$ cat config.mk
export PLATFORM = sky130hd
export DESIGN_NAME = radix3_delay_commutator
export DESIGN_NICKNAME = d
export VERILOG_FILES = /design/src/rtl/radix3_delay_commutator.sv
export SDC_FILE = /design/constraint.sdc
export NUM_CORES = 1
export LEC_CHECK = 0
export CORE_ASPECT_RATIO = 2
export CORE_MARGIN = 1
export CORE_UTILIZATION = 53
export CTS_CLUSTER_DIAMETER = 60
export DETAILED_ROUTE_END_ITERATION = 16
export MAX_ROUTING_LAYER = met4
export PLACE_DENSITY_LB_ADDON = 0.12
export SKIP_LAST_GASP = 1
export SLEW_MARGIN = 40
export SYNTH_ARGS = -nofsm -noshare
export SYNTH_HDL_FRONTEND = slang
export SYNTH_SLANG_ARGS = --single-unit
$ cat constraint.sdc
create_clock -name clk -period 5.6 [get_ports clk]
set_input_delay 0.56 -clock clk [delete_from_list [all_inputs] [get_ports clk]]
set_output_delay 0.56 -clock clk [all_outputs]
set_load 0.1 [all_outputs]
$ cat src/rtl/radix3_delay_commutator.sv
// radix3_delay_commutator
//   Three-lane complex-sample delay commutator for the radix-3^k FFT pipeline.
//   Each frame is 3 blocks of D samples per lane. The block performs a 3x3 block
//   transpose: output lane q, block p, offset t carries input lane p, block q,
//   offset t. Output block 0 offset 0 appears 2D enabled cycles after input
//   block 0 offset 0, and streaming continues across frames without bubbles.
//
// Ports
//   clk                         rising-edge clock
//   rst                         asynchronous active-high reset
//   En                          sample valid / advance; nothing moves while low
//   sync                        frame realign (qualified by En): current sample is t=0, p=0
//   a_*/b_*/c_* (re, img)       lane 0/1/2 input sample, DATA_W bits per component
//   ao_*/bo_*/co_* (re, img)    lane 0/1/2 output sample (registered)
//   out_valid                   outputs hold a transposed sample this cycle
module radix3_delay_commutator #(
  parameter int DATA_W = 32,
  parameter int D      = 3
) (
  input  logic              clk,
  input  logic              rst,
  input  logic              En,
  input  logic              sync,
  input  logic [DATA_W-1:0] a_re,
  input  logic [DATA_W-1:0] a_img,
  input  logic [DATA_W-1:0] b_re,
  input  logic [DATA_W-1:0] b_img,
  input  logic [DATA_W-1:0] c_re,
  input  logic [DATA_W-1:0] c_img,
  output logic [DATA_W-1:0] ao_re,
  output logic [DATA_W-1:0] ao_img,
  output logic [DATA_W-1:0] bo_re,
  output logic [DATA_W-1:0] bo_img,
  output logic [DATA_W-1:0] co_re,
  output logic [DATA_W-1:0] co_img,
  output logic              out_valid
);

  localparam int SW  = 2 * DATA_W;
  localparam int T_W = (D > 1) ? $clog2(D) : 1;
  localparam int F_W = $clog2(2 * D + 1);
  localparam logic [F_W-1:0] FILL_MAX = F_W'(2 * D);

  // re/img travel together as one opaque word per lane
  logic [SW-1:0] lane_in [3];
  assign lane_in[0] = {a_re, a_img};
  assign lane_in[1] = {b_re, b_img};
  assign lane_in[2] = {c_re, c_img};

  logic [T_W-1:0] t_reg, cur_t, t_next;
  logic [1:0]     p_reg, cur_p, p_next, out_p;
  logic           t_wrap;
  logic [F_W-1:0] fill_reg, fill_next;
  logic           fill_done;
  logic           valid_reg;
  logic [SW-1:0]  out_reg  [3];
  logic [SW-1:0]  sel_data [3];

  // lane_tap[k][q]: input lane k delayed by (2+k-q)*D enabled cycles,
  // i.e. the word output lane q needs when the output block index equals k.
  logic [SW-1:0]  lane_tap [3][3];

  always_comb begin
    // sync makes the sample presented this cycle t=0 of block 0
    cur_t  = sync ? '0 : t_reg;
    cur_p  = sync ? 2'd0 : p_reg;
    // The output phase lags by 2D of a 3D frame, so its block index is
    // always (input block + 1) mod 3 with the same offset.
    out_p  = (cur_p == 2'd2) ? 2'd0 : cur_p + 2'd1;
    t_wrap = (cur_t == T_W'(D - 1));
    t_next = t_wrap ? '0 : cur_t + 1'b1;
    p_next = t_wrap ? out_p : cur_p;
    // Fill count of enabled samples since reset/sync, saturating at 2D.
    // A sync in the completing cycle wins and restarts the count.
    fill_done = !sync && (fill_reg == FILL_MAX);
    if (sync)
      fill_next = F_W'(1);
    else if (fill_done)
      fill_next = fill_reg;
    else
      fill_next = fill_reg + 1'b1;
  end

  // Per-lane delay lines: lane k is read at most (2+k)*D samples back.
  genvar gi, gj;
  generate
    for (gi = 0; gi < 3; gi++) begin : g_lane
      localparam int LEN = (2 + gi) * D;
      logic [SW-1:0] hist [LEN];

      always_ff @(posedge clk) begin
        if (En) begin
          hist[0] <= lane_in[gi];
          for (int j = 1; j < LEN; j++)
            hist[j] <= hist[j-1];
        end
      end

      for (gj = 0; gj < 3; gj++) begin : g_tap
        localparam int DL = (2 + gi - gj) * D;
        // Zero delay (lane a block 2 -> lane c block 0) bypasses storage.
        if (DL == 0) begin : g_bypass
          assign lane_tap[gi][gj] = lane_in[gi];
        end else begin : g_delay
          assign lane_tap[gi][gj] = hist[DL-1];
        end
      end
    end
  endgenerate

  always_comb begin
    for (int q = 0; q < 3; q++) begin
      case (out_p)
        2'd0:    sel_data[q] = lane_tap[0][q];
        2'd1:    sel_data[q] = lane_tap[1][q];
        default: sel_data[q] = lane_tap[2][q];
      endcase
    end
  end

  always_ff @(posedge clk or posedge rst) begin
    if (rst) begin
      t_reg     <= '0;
      p_reg     <= '0;
      fill_reg  <= '0;
      valid_reg <= 1'b0;
      for (int k = 0; k < 3; k++)
        out_reg[k] <= '0;
    end else begin
      valid_reg <= En && fill_done;
      if (En) begin
        t_reg    <= t_next;
        p_reg    <= p_next;
        fill_reg <= fill_next;
        for (int k = 0; k < 3; k++)
          out_reg[k] <= sel_data[k];
      end
    end
  end

  assign ao_re     = out_reg[0][SW-1:DATA_W];
  assign ao_img    = out_reg[0][DATA_W-1:0];
  assign bo_re     = out_reg[1][SW-1:DATA_W];
  assign bo_img    = out_reg[1][DATA_W-1:0];
  assign co_re     = out_reg[2][SW-1:DATA_W];
  assign co_img    = out_reg[2][DATA_W-1:0];
  assign out_valid = valid_reg;

endmodule

# Yosys cells after proc, flatten, opt, wreduce, memory -nomap -nowiden
# Memory sizes are Yosys's and may differ from the RTL's.
# Index checks and enable logic that the tools add are counted.
# Widths: inputs -> output; s select.
# op_classes
n_shift	0
n_bitwise	0
n_addsub	3
multipliers	0
n_eq_ne	5
muxes	12
n_lt_le_gt_ge	0
n_reduce_logical	5
n_div	0
# op_table
operator	count
$pmux 64 s2	3
$mux 2	5
$mux 3	2
$add 2x1->2 const B	2
$eq 2x2->1 const B	2
$add 3x1->3 const B	1
$eq 3x3->1 const B	1
$eq 2x1->1 const B	1
$logic_and 1x1->1	2
$logic_not 2->1	1
$mux 1	2
$ne 2x2->1 const B	1
$reduce_and 2->1	1
$logic_not 1->1	1
# word_totals
out_inout_bits	193
romBits	0
n_memories	3
register_bits	200
mem_bits_rw	1728
latchBits	0
# mem_list
name	depth	word_bits	rd	rd_clocked_by_memory_dff	wr	line	rtl
g_lane[2].hist	12	64	12	0	12	89	logic [SW-1:0] hist [LEN];
g_lane[1].hist	9	64	9	0	9	89	
g_lane[0].hist	6	64	6	0	6	89	

# Longest topological paths before layout
# depth
ltp_word	5
mapped_depth	7
depth_no_buf	5

# Least setup slack after synthesis
# No wires, ideal clock.
# synth_timing
path_kind	input to register
startpoint	input En
endpoint	register out_reg, in the netlist co_re[23]
arrival_ps	1446
stages	5
slack_ps	4075
n_path_buf	3
setup_ps	79
t_required_ps	5521
cell_sequence	clkbuf_2 > buf_2 > clkbuf_1 > o311ai_0 > a2bb2oi_1
# synth_lines
element	line	rtl
start, declared	22	input logic En,
end signal, assigned by index	136	out_reg[k] <= sel_data[k];
end, declared	56	logic [SW-1:0] out_reg [3];

==> results.ini <==
[status]
status=finished clean

[sta]
tightest_slew_ns=0.8707
finalCritPeriodShare_pct=46.24
setup_tns_ns=0
report.final.slew_viol_count=0
finalSetupViolations=0
hold_viol=0
rsz0062_at_grt=no
period_minus_slack_ns=2.589
fmaxAchievable_mhz=386.2
skew_ns=0.02683
slew_headroom_pct=41.95

[route]
num_vias=27870
viasPerCell=5.557
drc_errors=0
drtIter0Drc=2073
firstDrtPassIters=5
wl_mm=108.1
post_drt_wl_per_cell_um=21.55
ant_nets=0

[clocking]
ctsHoldBuffers=0
h-tree-depth=4
cts_tree=yes
clockBufferDepth=3
clk_pin_slew_ns=0.07
worstSkewPairLatency_ns=0.77
clockRootBuffer=clkbuf_16
cts_sinks=1928
postCtsResizedCells=0
postCtsSetupBuffers=0
cts_made_buffers=158

[die]
io_pins=389
die_h_um=491.2
initial_core_util_pct=53.44
core_area_um2=118700
die-area_um2=121100
die-width_um=246.6
rows=179

[cells_and_area]
largest_register_ffs=1728
syn2layout_area_growth_pct=16.00
fillers=8252
largest_register=g_lane.hist
layout_common_cells=edfxtp_1 (1728), dfrtp_1 (199), clkdlybuf4s50_1 (194)
final_common_cell=edfxtp_1
final_nets=3526
drive_gt1_share_pct=14.55

[logic_synthesis]
synth_edf_count=1728
yosys_warnings=0
ys_seq_area_share_pct=89.70
syn_area_um2=63430
syn_nets=3080
ys.flop_type=edfxtp_1
synth_cell_type_count=38
ys_ff_latch=1928
syn_avg_cell_area_um2=22.01
syn_inst=2882
synthArstFlopShare_pct=10.37

[flow_run]
max-cap-violations=0

[worst_setup_path]
endpoint_kind=flop
crit_fanout=126
cpMostUsedCell=buf_16
cpMaxStageDelayCell=buf_4
crit_path_start_kind=input pin
max_stage_delay_ns=0.64
criticalPathCategory=input pin to flop
crit_chain=buf_16, buf_12, buf_16, buf_4, o311ai_0, a2bb2oi_1
required_ns=6.28
cp.arrival_ns=3.26

[worst_hold_path]
hold_class=input pin to asynchronous set/reset pin

[place]
dp_hpwl_mm=58.62
port_buffers=388
place.gp.congestion=0.7796

[power_and_ir_drop]
p_leak_nw=25.05
peakVddDrop_mv=0.3446
power_mw=31.61
p_per_area_nw_per_um2=429.6

[global_routing]
antenna_found_initial=15
grt_max_degree=196
grt_usage_pct=18.64
overflow=0
grt_pass1_wl_mm=165.8
grt_pass1_vias=28870

==> report_power, final <==
part | internal, mW | total (mW) | switching (mW)
sequential | 16.8 | 17.2 | 0.388
clock | 6.24 | 11.1 | 4.90
combinational | 0.640 | 3.27 | 2.63
total | 23.7 | 31.6 | 7.92
==> routing by layer <==
metal | wire [um] | share of wire [%] | vias up | global-route usage, %
met5 | 0 | 0 | - | -
met4 | 3000 | 2.8 | 0 | 6.314
li1 | - | - | 12560 | -
met2 | 52550 | 49 | 846 | 28.78
met1 | 44790 | 41 | 14250 | 23.90
met3 | 7772 | 7.2 | 219 | 5.211
==> worst max-delay path, delay by kind of cell <==
kind                   cells  cell delay [ns]
AO/OA/AOI/OAI              2             0.52
buffers and inverters      4             1.83
==> through the flow <==
step	setup WS (ns)	utilization (%)	instance area [um^2]	hold slack, ns	instances
after global routing	2.829	61.98	73580	0.2051	5016
final	3.011	61.98	73580	0.2236	5016
after detailed placement	2.288	57.40	68130	0.4045	4701
after CTS	2.713	61.84	73410	0.1726	4997
after floorplan	2.452	-	63430	0.4003	2882
after global placement	2.485	58.18	69060	0.4002	4700
==> synth_stat cells (7+ instances only) <==
library cell  instances  area share [%]
dfrtp_1             200             7.9
buf_4                 8           0.095
buf_2                53            0.42
clkbuf_1             69            0.41
o311ai_1             17            0.23
buf_1                16           0.095
nand2b_1            187             1.8
a21oi_1             193             1.5
a2bb2oi_2            20            0.47
nor2_1                7           0.041
o311ai_0            168             2.3
edfxtp_1           1728              82
a2bb2oi_1           170             2.3
==> cell type report <==
type / instances / area [um^2] / area share (%)
sequential: 1928 / 56900 / 77.33
multi-input combinational: 797 / 5846 / 7.945
clock buffer: 218 / 4392 / 5.969
timing repair buffer: 435 / 3545 / 4.818
tap: 1538 / 1924 / 2.615
clock inverter: 78 / 888.4 / 1.207
inverter: 8 / 48.80 / 0.06632
antenna: 14 / 35.03 / 0.04762
==> worst paths after layout <==
| check | to | start | slack, ns | depth (start not counted) |
|---|---|---|---|---|
| worst max-delay path | ao_re[4] | En | 3.01 | 6 |
| min in group clk | g_lane[1].hist[2][3] | En | 0.27 | 1 |
| max in group asynchronous | bo_img[29] | rst | 4.16 | 4 |
| worst max register to register | co_re[0] | p_reg[0] | 3.14 | 4 |
| worst min register to register | g_lane[0].hist[2][33] | g_lane[0].hist[1][33] | 0.40 | 0 |
| worst min-delay path | co_re[25] | rst | 0.22 | 2 |
==> logic make-up (layout without fill, tap and decap cells) <==
logic type                 Yosys count  count (layout)  synth area share (%)
muxes                                2               2               0.03156
and+or+nand+nor                    207             207                 2.004
AOI/OAI and AO/OA                  586             586                 7.119
other                                0              14                     0
buffers and inverters              157             739                 1.107
DFF                               1928            1928                 89.70
adders and majority gates            2               2               0.03945
Note: power is estimated with default switching activity, not from simulation.
